File: src/rtl/gpio_frame_streamer_if.sv
// Word-addressed read bus between the frame streamer (master) and its source memory (slave).
// Read data is expected one cycle after the strobe.
interface gpio_frame_streamer_if;
   logic [17:0] mem_addr;
   logic        mem_rd;
   logic [31:0] mem_rdata;

   modport master (output mem_addr, output mem_rd, input mem_rdata);
   modport slave  (input mem_addr, input mem_rd, output mem_rdata);
endinterface

File: src/rtl/gpio_frame_streamer.sv
// Streams one frame of memory words out of an 8-bit GPIO port, LSB byte first,
// prefetching the next word during the last byte of the current one so the stream has no gaps.
module gpio_frame_streamer #(
   parameter int SECTOR_WORDS = 10000,
   parameter int LEN0_BYTES   = 40000,
   parameter int LEN1_BYTES   = 88804
) (
   input  logic                         clk,
   input  logic                         rst,
   input  logic                         start,
   input  logic                         selected,
   input  logic [3:0]                   sector_select,
   gpio_frame_streamer_if.master        mem,
   output logic [7:0]                   gpio,
   output logic                         gpio_valid,
   output logic                         busy,
   output logic                         done
);

   localparam logic [17:0] LAST_WORD0 = 18'(LEN0_BYTES / 4 - 1);
   localparam logic [17:0] LAST_WORD1 = 18'(LEN1_BYTES / 4 - 1);

   typedef enum logic [1:0] {IDLE, FETCH, STREAM, FINISH} state_t;

   state_t      state, state_next;
   logic        sel_q, sel_d;
   logic [17:0] addr_q, addr_d;
   logic [17:0] word_q, word_d;
   logic [1:0]  byte_q, byte_d;
   logic [23:0] hold_q, hold_d;
   logic [17:0] base_calc;
   logic        last_word;

   assign base_calc    = 18'(32'(sector_select) * 32'(SECTOR_WORDS));
   assign last_word    = (word_q == (sel_q ? LAST_WORD1 : LAST_WORD0));
   assign mem.mem_addr = addr_q;

   always_ff @(posedge clk) begin
      if (!rst) begin
         state  <= IDLE;
         sel_q  <= 1'b0;
         addr_q <= '0;
         word_q <= '0;
         byte_q <= '0;
         hold_q <= '0;
      end else begin
         state  <= state_next;
         sel_q  <= sel_d;
         addr_q <= addr_d;
         word_q <= word_d;
         byte_q <= byte_d;
         hold_q <= hold_d;
      end
   end

   // Byte 0 comes straight off the read bus; bytes 1-3 come from the upper bits captured then.
   // The address advances one cycle early so the prefetch strobe sees it during byte 3.
   always_comb begin
      state_next  = state;
      sel_d       = sel_q;
      addr_d      = addr_q;
      word_d      = word_q;
      byte_d      = byte_q;
      hold_d      = hold_q;
      mem.mem_rd  = 1'b0;
      gpio        = 8'h00;
      gpio_valid  = 1'b0;
      busy        = 1'b0;
      done        = 1'b0;

      case (state)
         IDLE: begin
            if (start) begin
               state_next = FETCH;
               sel_d      = selected;
               addr_d     = base_calc;
               word_d     = '0;
               byte_d     = '0;
            end
         end
         FETCH: begin
            busy       = 1'b1;
            mem.mem_rd = 1'b1;
            state_next = STREAM;
         end
         STREAM: begin
            busy       = 1'b1;
            gpio_valid = 1'b1;
            byte_d     = byte_q + 2'd1;
            unique case (byte_q)
               2'd0: begin
                  gpio   = mem.mem_rdata[7:0];
                  hold_d = mem.mem_rdata[31:8];
               end
               2'd1: gpio = hold_q[7:0];
               2'd2: begin
                  gpio = hold_q[15:8];
                  if (!last_word) addr_d = addr_q + 18'd1;
               end
               2'd3: begin
                  gpio = hold_q[23:16];
                  if (last_word) begin
                     state_next = FINISH;
                  end else begin
                     mem.mem_rd = 1'b1;
                     word_d     = word_q + 18'd1;
                  end
               end
            endcase
         end
         FINISH: begin
            done       = 1'b1;
            state_next = IDLE;
         end
         default: state_next = IDLE;
      endcase
   end

endmodule

File: src/flat_wrapper.sv
// flat-port wrapper written by rule: the top's interface ports become plain ports
module gpio_frame_streamer_flat 
#(
   parameter int SECTOR_WORDS = 10000,
   parameter int LEN0_BYTES   = 40000,
   parameter int LEN1_BYTES   = 88804
)
  (clk, rst, start, selected, sector_select, gpio, gpio_valid, busy, done, mem_mem_addr, mem_mem_rd, mem_mem_rdata);
  gpio_frame_streamer_if mem_i ();
  input  logic clk;
  input  logic rst;
  input  logic start;
  input  logic selected;
  input  logic [3:0] sector_select;
  output logic [7:0] gpio;
  output logic gpio_valid;
  output logic busy;
  output logic done;
  output wire logic [$bits(mem_i.mem_addr)-1:0] mem_mem_addr;
  output wire logic [$bits(mem_i.mem_rd)-1:0] mem_mem_rd;
  input wire logic [$bits(mem_i.mem_rdata)-1:0] mem_mem_rdata;
  assign mem_mem_addr = mem_i.mem_addr;
  assign mem_mem_rd = mem_i.mem_rd;
  assign mem_i.mem_rdata = mem_mem_rdata;
  gpio_frame_streamer #(.SECTOR_WORDS(SECTOR_WORDS), .LEN0_BYTES(LEN0_BYTES), .LEN1_BYTES(LEN1_BYTES)) u_core (.clk(clk), .rst(rst), .start(start), .selected(selected), .sector_select(sector_select), .mem(mem_i), .gpio(gpio), .gpio_valid(gpio_valid), .busy(busy), .done(done));
endmodule
File: config.mk
export PLATFORM = sky130hd
export DESIGN_NAME = gpio_frame_streamer_flat
export DESIGN_NICKNAME = d
export VERILOG_FILES = /design/src/rtl/gpio_frame_streamer_if.sv /design/src/rtl/gpio_frame_streamer.sv /design/src/flat_wrapper.sv
export SDC_FILE = /design/constraint.sdc
export NUM_CORES = 1
export LEC_CHECK = 0
export ABC_AREA = 1
export BUFFER_PORTS_ARGS = -buffer_cell sky130_fd_sc_hd__buf_4
export CORE_MARGIN = 4
export CORE_UTILIZATION = 57
export CTS_CLUSTER_DIAMETER = 40
export DETAILED_ROUTE_END_ITERATION = 8
export PLACE_DENSITY_LB_ADDON = 0.15
export SYNTH_ARGS = -nofsm -noshare
export SYNTH_HDL_FRONTEND = slang
export SYNTH_SLANG_ARGS = --single-unit
File: constraint.sdc
create_clock -name clk -period 2.9 [get_ports clk]
set_input_delay 0.145 -clock clk [delete_from_list [all_inputs] [get_ports clk]]
set_output_delay 0.145 -clock clk [all_outputs]
set_load 0.05 [all_outputs]
==> impl_metrics.tcl, run 1 <==
set metrics [dict create \
    status "complete, no violations" \
    ys_types 35 \
    ys.flop_type "dfxtp_1" \
    synth_area_um2 4288 \
    clockRootBuffer "clkbuf_8" \
    clk_latency_ps 340 \
    r2r-start "u_core.state[0]" \
    worst_slew_pin_slew_ps 957.9 \
    post_cts_resized 0 \
    p_per_area_nw_per_um2 901.7 \
    crit_family "simple AND/OR/NAND/NOR gates" \
    tns_ps 0 \
    dieArea_um2 8974 \
    synth-edff-count 0 \
    slew_headroom_pct 36.07 \
    worstPathArrival_ps 2600 \
    clk_pin_slew_worst_paths_ps 80 \
    hold_path_class "input pin to register" \
    die_y_um 94.73 \
    rsz0062_at_grt "false" \
    nFillCells 684 \
    n_antenna_cell 0 \
    rows 31 \
    vias 4584 \
    synth.avg_cell_area_um2 6.306 \
    design.portCount 70 \
    start_util_pct 58.80 \
    min_from "mem_mem_rdata[21]" \
    crit_chain "inv_1, ha_1, nor2_1, nor2_4, inv_2, nor2_2, nand2_4, inv_2, nand2_1, a21oi_2" \
    drtPass1Iterations 5 \
    regToRegEndpoint "u_core.mem.mem_addr[10]" \
    place_congestion 0.9407 \
    htreeDepth 3 \
    dieWidth_um 94.73 \
    drc 0 \
    post_cts_buffers 0 \
    fin_nets 802 \
    syn-instance-count 680 \
    grt.total_usage_pct 27.25 \
    report.final.slew_viol_count 0 \
    synth-seq-cells 65 \
    coreArea_um2 7292 \
    reg2reg_depth 10 \
    p_leak_nw 2.160 \
    post_drt_wl_per_cell_um 13.82 \
    fin_crit_ps 2335 \
    grt-ovfl-total 0 \
    crit_buf_inv 3 \
    grt_pass1_vias 4170 \
    syn-num-nets 747 \
    via_per_inst 5.464 \
    wirelength_mm 11.60 \
    hold_buffers 0 \
    holdPathStages 3 \
    cap_violations 0 \
    hpwl_mm 8.404 \
    final_core_util_pct 68.77 \
    grt_max_degree 42 \
    final-setup-viol-count 0 \
    port_buffers 69 \
    antenna_found_initial 0 \
    async_reset_ff_share_pct 0 \
    critical_path.most_common_cell "inv_2" \
    rrSetupSlack_ps 560 \
    ir_drop_v 0.0005772 \
    worstPathRequired_ps 3170 \
    grt_pass1_wl_mm 19.60 \
    cts.sinks 65 \
    critPathKind "register to register" \
    cts_tree "yes" \
    crit_fanout 19 \
    cts_buffers 9 \
    first_iter_violations 280 \
    seq_area_frac_synth_pct 30.35 \
    hold_viol 0 \
    crit_path_max_incr_delay_ps 390 \
    hold_end "u_core.hold_q[13]" \
    final_antenna_net_count 0 \
    worstSetupStartpointType "register" \
    timing.fmax_ghz 0.4282 \
    clock_path_buffers 2 \
    fin_crit_sh_pct 80.53 \
    skew_ps 11.50 \
    crit_path_end_kind "register" \
    area_growth_pct 16.95 \
    slowest_stage "ha_1" \
    yosys_warnings 0 \
    drive_gt1_share_pct 14.05 \
]
worst max-delay path by stage:
| stage | from | endpoint | slack, ps | depth (start not counted) |
|---|---|---|---|---|
| 2_1_floorplan | u_core.state[0] | gpio[0] | 280 | 6 |
| 3_3_place_gp | sector_select[2] | u_core.mem.mem_addr[16] | 420 | 17 |
| 3_5_place_dp | sector_select[2] | u_core.mem.mem_addr[16] | 360 | 17 |
| 4_1_cts | u_core.state[0] | u_core.mem.mem_addr[10] | 570 | 10 |
| 5_1_grt | u_core.state[0] | u_core.mem.mem_addr[17] | 350 | 10 |
| 6_report | u_core.state[0] | u_core.mem.mem_addr[10] | 560 | 10 |
final cells by class:
cell class / count / area (um^2) / share of cell area, %
multi-input combinational: 527 / 2624 / 52.32
sequential: 65 / 1301 / 25.95
timing repair buffer: 73 / 548.0 / 10.93
inverter: 59 / 221.5 / 4.416
clock buffer: 11 / 141.4 / 2.819
tap: 99 / 123.9 / 2.470
clock inverter: 5 / 55.05 / 1.098
where the power goes:
| group | switching [mW] | leakage (nW) | internal, mW |
|---|---|---|---|
| logic | 1.62 | 1.53 | 0.694 |
| registers | 0.274 | 0.530 | 1.15 |
| clock network | 0.361 | 0.0953 | 0.418 |
layer usage:
| metal | vias up | global-route usage, % | part of all wire [%] |
|---|---|---|---|
| met3 | 12 | 3.426 | 7.5 |
| li1 | 2308 | - | - |
| met2 | 172 | 43.86 | 45 |
| met5 | - | 0 | 0 |
| met4 | 0 | 9.135 | 1.3 |
| met1 | 2092 | 37.72 | 46 |
sequential cells by signal (all words and copies together), names as in the netlist:
name and flops:
u_core.hold_q 24, u_core.mem.mem_addr 18, u_core.word_q 18, u_core.byte_q 2, u_core.state 2, u_core.sel_q 1
through the flow:
step           instance area [um^2]  hold slack, ps  std cells  power [mW]  setup WS [ps]
4_1_cts                        5015           56.30        839       4.530          571.5
3_3_place_gp                   4818           395.5        823       3.688          415.4
5_1_grt                        5015           70.16        839       4.869          348.6
2_1_floorplan                  4288           300.4        680       3.169          280.1
6_report                       5015           61.45        839       4.522          564.5
3_5_place_dp                   4818           404.5        823       3.750          362.1
logic make-up after synthesis:
| logic type | count (synthesis) | synth area share (%) |
|---|---|---|
| compound gates | 117 | 14.44 |
| fa+ha+maj | 27 | 8.404 |
| flops | 65 | 30.35 |
| xor+xnor | 6 | 1.226 |
| buf+inv | 88 | 8.462 |
| simple gates | 377 | 37.12 |
placed cells by master (no fill, tap or decap), drive strengths merged:
cell type,instances
a21oi,46
nand4,22
nor2,138
nor3,3
o21a,1
or2,3
a21o,1
clkinvlp,2
nand2,172
xnor2,1
a31oi,8
ha,24
and3,1
bufinv,1
o21ai,57
clkinv,2
fa,3
xor2,5
dfxtp,65
o22ai,2
nand3,36
buf,73
a211oi,1
clkbuf,11
nor3b,2
inv,59
o21bai,1
cells in the mapped netlist (8+ instances only):
master	number	area share, %
o21ai_0	56	6.5
nand4_1	22	3.2
ha_1	24	7.0
nor2_1	134	12
a21oi_1	43	5.0
buf_2	8	0.93
nand3_1	34	4.0
inv_1	56	4.9
nand2_1	170	15
a31oi_1	8	1.2
clkbuf_1	12	1.1
dfxtp_1	65	30
worst register-to-register path, stage by stage, from the launching register on:
cell and delay [ps]:
dfxtp_1 340, inv_1 100, ha_1 390, nor2_1 140, nor2_4 370, inv_2 80, nor2_2 130, nand2_4 160
inv_2 300, nand2_1 130, a21oi_2 120
Note: power is estimated with default switching activity, not from simulation.
==> run 2, diff against run 1 <==
--- a/config.mk
+++ b/config.mk
@@ -8,7 +8,7 @@
 export ABC_AREA = 1
 export BUFFER_PORTS_ARGS = -buffer_cell sky130_fd_sc_hd__buf_4
 export CORE_MARGIN = 4
-export CORE_UTILIZATION = 57
+export CORE_UTILIZATION = 52
 export CTS_CLUSTER_DIAMETER = 40
 export DETAILED_ROUTE_END_ITERATION = 8
 export PLACE_DENSITY_LB_ADDON = 0.15
==> constraint.sdc (replaced) <==
create_clock -name clk -period 2.1 [get_ports clk]
set_input_delay 0.105 -clock clk [delete_from_list [all_inputs] [get_ports clk]]
set_output_delay 0.105 -clock clk [all_outputs]
set_load 0.05 [all_outputs]
==> run 2 against run 1 <==
Net effect: cell count up 3.7%; total power up 41%; design area up 7.4%; clock power up 23%; routed wire length up 2.7%; clock-buffer cell count down 1; clock skew up 1.2 ps; global-route usage down 3.0 points; worst hold slack worse by 51 ps; sequential power up 36%; first-iteration DRC count down 11%; register-to-register slack worse by 310 ps; critical path type is now register to primary output; largest cell class unchanged.
==> impl_metrics.tcl, run 2 (synthesized netlist as in run 1, its figures left out) <==
set metrics [dict create \
    tns_ps 0 \
    dieArea_um2 9762 \
    via_per_inst 5.344 \
    drive_gt1_share_pct 20.05 \
    final-setup-viol-count 0 \
    stdcell_count 870 \
    fin_crit_sh_pct 93.12 \
    final_common_cell "nand2_1" \
    critPathKind "register to primary output" \
    drtPass1Iterations 5 \
    worst_slew_pin_slew_ps 935.9 \
    slowest_stage "dfxtp_2" \
    report.final.slew_viol_count 0 \
    worstSetupStartpointType "register" \
    crit_path_end_kind "primary output" \
    route.met2.wl_mm 5.599 \
    crit_start "u_core.word_q[6]" \
    final_antenna_net_count 0 \
    crit_path_end "mem_mem_rd" \
    dieWidth_um 98.81 \
    timing.hold.ws_ps 10.16 \
    vias 4649 \
    rsz0062_at_grt "false" \
    ir_drop_v 0.0009269 \
    first_iter_violations 250 \
    regToRegEndpoint "u_core.word_q[4]" \
    cap_violations 0 \
    place_congestion 0.9024 \
    antenna_found_initial 0 \
    fin_crit_ps 1956 \
    mostFrequentLayoutCells "nand2_1, nor2_1, buf_4, dfxtp_1, o21ai_0" \
    highest_layer "met4" \
    clock_path_buffers 2 \
    dp_cells 849 \
    cts.sinks 65 \
    hpwl_mm 8.899 \
    grt.total_usage_pct 24.20 \
    cts_buffers 9 \
    largest_reg_flops 24 \
    rrSetupSlack_ps 250 \
    drc 0 \
    regMostFlops "u_core.hold_q" \
    wirelength_mm 11.91 \
    area_growth_pct 25.62 \
    fin_nets 830 \
    clk_pin_slew_worst_paths_ps 80 \
    grt_max_degree 41 \
    crit_fanout 6 \
    grt-ovfl-total 0 \
    port_buffers 69 \
    p_per_area_nw_per_um2 1187 \
    post_cts_buffers 0 \
    status "complete, no violations" \
    skew_ps 12.67 \
    final_core_util_pct 68.29 \
    start_util_pct 54.36 \
    hold_viol 0 \
    design.portCount 70 \
    htreeDepth 3 \
    clk_latency_ps 350 \
    p_leak_nw 2.280 \
    clockRootBuffer "clkbuf_8" \
    wl_met3_um 666 \
    grt_pass1_vias 4176 \
    rows 32 \
    timing.fmax_ghz 0.5114 \
    grt_pass1_wl_mm 19.44 \
    post_drt_wl_per_cell_um 13.69 \
    min_from "mem_mem_rdata[26]" \
    crit_chain "or2_0, nor2_1, nand2_1, nor2_4, nand2_1, nand2_2, nor2_1, o21a_1, buf_4" \
    cts_tree "yes" \
    die_y_um 98.81 \
    reg2reg_depth 8 \
    worstPathArrival_ps 1850 \
    slew_headroom_pct 37.54 \
    worstPathRequired_ps 2000 \
    r2r-start "u_core.state[0]" \
    wl_met1_mm 5.455 \
    dp_slack_ps -152.5 \
    crit_path_max_incr_delay_ps 360 \
    fin_ws_ps 144.4 \
    hold_path_class "input pin to register" \
    coreArea_um2 7888 \
    n_antenna_cell 0 \
]
## run 2: per-stage QoR
stage	area [um^2]	power, mW
floorplan	4417	4.454
detailed placement	5136	5.413
global route	5386	6.843
CTS	5359	6.373
global placement	5136	5.365
finish	5386	6.393
## run 2: timing repair
action	in CTS	in global routing
hold buffers	5	0
endpoints found under the setup margin	2	11
pin swaps	0	1
endpoints found under the hold margin	5	0
gates resized for setup	2	15
gates cloned	0	0
## run 2: per-layer routing
metal  vias to the layer above  global-route usage (%)
li1                       2371                       -
met1                      2135                   32.50
met2                       125                   39.82
met3                        18                   4.600
met4                         0                   6.513
met5                         -                       0
## run 2: area by class of cell
| type | count | area (um^2) |
|---|---|---|
| clock buffer | 10 | 127.6 |
| clock inverter | 6 | 45.04 |
| fill | 686 | 2501 |
| inverter | 59 | 221.5 |
| multi-input combinational | 527 | 2773 |
| sequential | 65 | 1309 |
| tap | 102 | 127.6 |
| timing repair buffer | 101 | 783.3 |
## run 2: critical path, delay by kind of cell (launching register included)
kind	cells	cell delay, ps
buf+inv	1	180
flops	1	360
compound gates	1	160
simple gates	7	800
## run 2: where the power goes
| part | internal, mW | leakage (nW) | switching (mW) |
|---|---|---|---|
| logic | 1.13 | 1.67 | 2.35 |
| clock network | 0.430 | 0.0785 | 0.529 |
| registers | 1.59 | 0.533 | 0.357 |
## run 2: how the worst min path moves through the flow
stage | cells after the start | slack, ps | to
global route | 3 | 10 | u_core.hold_q[20]
detailed placement | 3 | 360 | u_core.hold_q[11]
finish | 3 | 10 | u_core.hold_q[18]
floorplan | 2 | 260 | u_core.sel_q
global placement | 3 | 350 | u_core.hold_q[10]
CTS | 3 | 4 | u_core.hold_q[19]
==> run 3, diff against run 2 <==
--- a/config.mk
+++ b/config.mk
@@ -7,6 +7,7 @@
 export LEC_CHECK = 0
 export ABC_AREA = 1
 export BUFFER_PORTS_ARGS = -buffer_cell sky130_fd_sc_hd__buf_4
+export CORE_ASPECT_RATIO = 1.75
 export CORE_MARGIN = 4
 export CORE_UTILIZATION = 52
 export CTS_CLUSTER_DIAMETER = 40
==> run 3 against run 2 <==
Net effect: via count fell by 0.26%; cell count fell by 2.5%; combinational power barely moved; utilization fell by 0.53 points; critical path type unchanged; design area rose by 0.16%; fmax fell by 0.71%; die area rose by 0.59%; non-clock buffer count fell by 8.
==> impl_metrics.tcl, run 3 (synthesized netlist as in run 1, its figures left out) <==
set metrics [dict create \
    status "complete, no violations" \
    worstSetupStartpointType "register" \
    post_cts_buffers 0 \
    critPathKind "register to primary output" \
    hold_path_class "input pin to register" \
    stdcell_count 848 \
    grt-ovfl-total 0 \
    place_congestion 0.9715 \
    clock_path_buffers 2 \
    drc 0 \
    report.final.slew_viol_count 0 \
    clk_pin_slew_worst_paths_ps 50 \
    worst_slew_pin_slew_ps 955.8 \
    worstPathArrival_ps 1860 \
    final-setup-viol-count 0 \
    first_iter_violations 221 \
    grt_pass1_wl_mm 20.49 \
    area_growth_pct 25.82 \
    mostFrequentLayoutCells "nand2_1, nor2_1, buf_4, dfxtp_1, o21ai_0" \
    internal_power_mw 3.626 \
    coreArea_um2 7963 \
    rows 43 \
    pwr-share-seq_pct 28.2 \
    p_per_area_nw_per_um2 1271 \
    grt.total_usage_pct 25.64 \
    grt_pass1_vias 4567 \
    fin_crit_sh_pct 93.79 \
    final_antenna_net_count 0 \
    cap_violations 0 \
    dp_slack_ps -177.2 \
    via_per_inst 5.468 \
    grt_max_degree 41 \
    fin_crit_ps 1970 \
    regMostFlops "u_core.hold_q" \
    dp_cells 834 \
    power_frac_clock_pct 21.5 \
    timing.fmax_ghz 0.5077 \
    switching_power_mw 3.230 \
    rsz0062_at_grt "false" \
    htreeDepth 3 \
    swShare_pct 47.11 \
    fin_ws_ps 130.4 \
    drtPass1Iterations 5 \
    worstPathRequired_ps 2000 \
    clk_latency_ps 330 \
    ir_drop_v 0.0008133 \
    hold_viol 0 \
    clockRootBuffer "clkbuf_16" \
    dieArea_um2 9820 \
    timing.hold.ws_ps 26.02 \
    start_util_pct 53.85 \
    die_y_um 128.1 \
    skew_ps 5.333 \
    cts_tree "yes" \
    hpwl_mm 8.975 \
    p_leak_nw 2.302 \
    post_drt_wl_per_cell_um 14.37 \
    crit_path_end_kind "primary output" \
    vias 4637 \
    cts.sinks 65 \
    port_buffers 69 \
    cts_buffers 9 \
    design.portCount 70 \
    largest_reg_flops 24 \
    final_common_cell "nand2_1" \
    fin_nets 822 \
    antenna_found_initial 0 \
    hold_buffers 0 \
    drive_gt1_share_pct 19.26 \
    crit_fanout 8 \
    p_comb_share_pct 50.3 \
    wirelength_mm 12.19 \
    slew_headroom_pct 36.21 \
    dieWidth_um 76.65 \
    n_antenna_cell 0 \
    tns_ps 0 \
]
[run 3: cell count changes in the layout (fill, tap and decap cells not counted), sizes merged]
cell	previous run	this run
clkbuf	10	11
clkinvlp	3	1
buf	96	93
dlygate4sd3	5	0
bufinv	0	1
clkinv	3	1
[run 3: critical path, cell delays in order (launching register included)]
cell and delay, ps:
dfxtp_1 330, buf_4 160, nand3_1 110, nand2_1 80, nand2_1 60, nor2_2 170, nand2_1 90, nand2_1 110
nor2_1 60, o21a_1 170, buf_4 180
[run 3: repair_timing]
action                                 4_1_cts  5_1_grt
setup endpoints to repair                    0        9
endpoints found under the hold margin        0        0
resized for setup                            0       10
[run 3: layout make-up]
class                           instances  area, um^2
Inverter                               59       221.5
Timing Repair Buffer                   93       698.2
Clock buffer                           11       242.7
Sequential cell                        65        1309
Tap cell                               90       112.6
Clock inverter                          3       42.54
Multi-Input combinational cell        527        2769
Fill cell                             713        2567
[run 3: stage by stage]
stage,instance area (um^2),power (mW),util (%)
finish,5395,6.856,67.76
CTS,5371,6.841,67.46
floorplan,4417,4.454,-
global route,5395,7.314,67.76
detailed placement,5086,5.366,63.87
global placement,5086,5.288,63.87
[run 3: final timing paths]
kind                                              from  slack (ps)  depth (start not counted)                       to
worst max-delay path                  u_core.word_q[0]         130                         10               mem_mem_rd
worst min-delay path                 mem_mem_rdata[22]          30                          3        u_core.hold_q[14]
worst max register to register  u_core.mem.mem_addr[0]         220                         12  u_core.mem.mem_addr[16]
worst min register to register       u_core.hold_q[10]         480                          2        u_core.hold_q[10]
[run 3: power by group through the flow]
stage / Sequential (mW) / Clock (mW) / Combinational, mW
3_5_place_dp: 1.95 / 0 / 3.42
4_1_cts: 1.93 / 1.49 / 3.43
6_report: 1.93 / 1.47 / 3.45
5_1_grt: 1.99 / 1.54 / 3.78
3_3_place_gp: 1.93 / 0 / 3.35
2_1_floorplan: 2.36 / 0 / 2.10
[run 3: per-layer routing]
layer	vias up	GRT usage (%)	part of all wire (%)
met1	2119	27.26	38
met3	25	4.993	4.5
met5	-	0	0
met4	0	10.03	2.5
met2	146	49.04	55
li1	2347	-	-
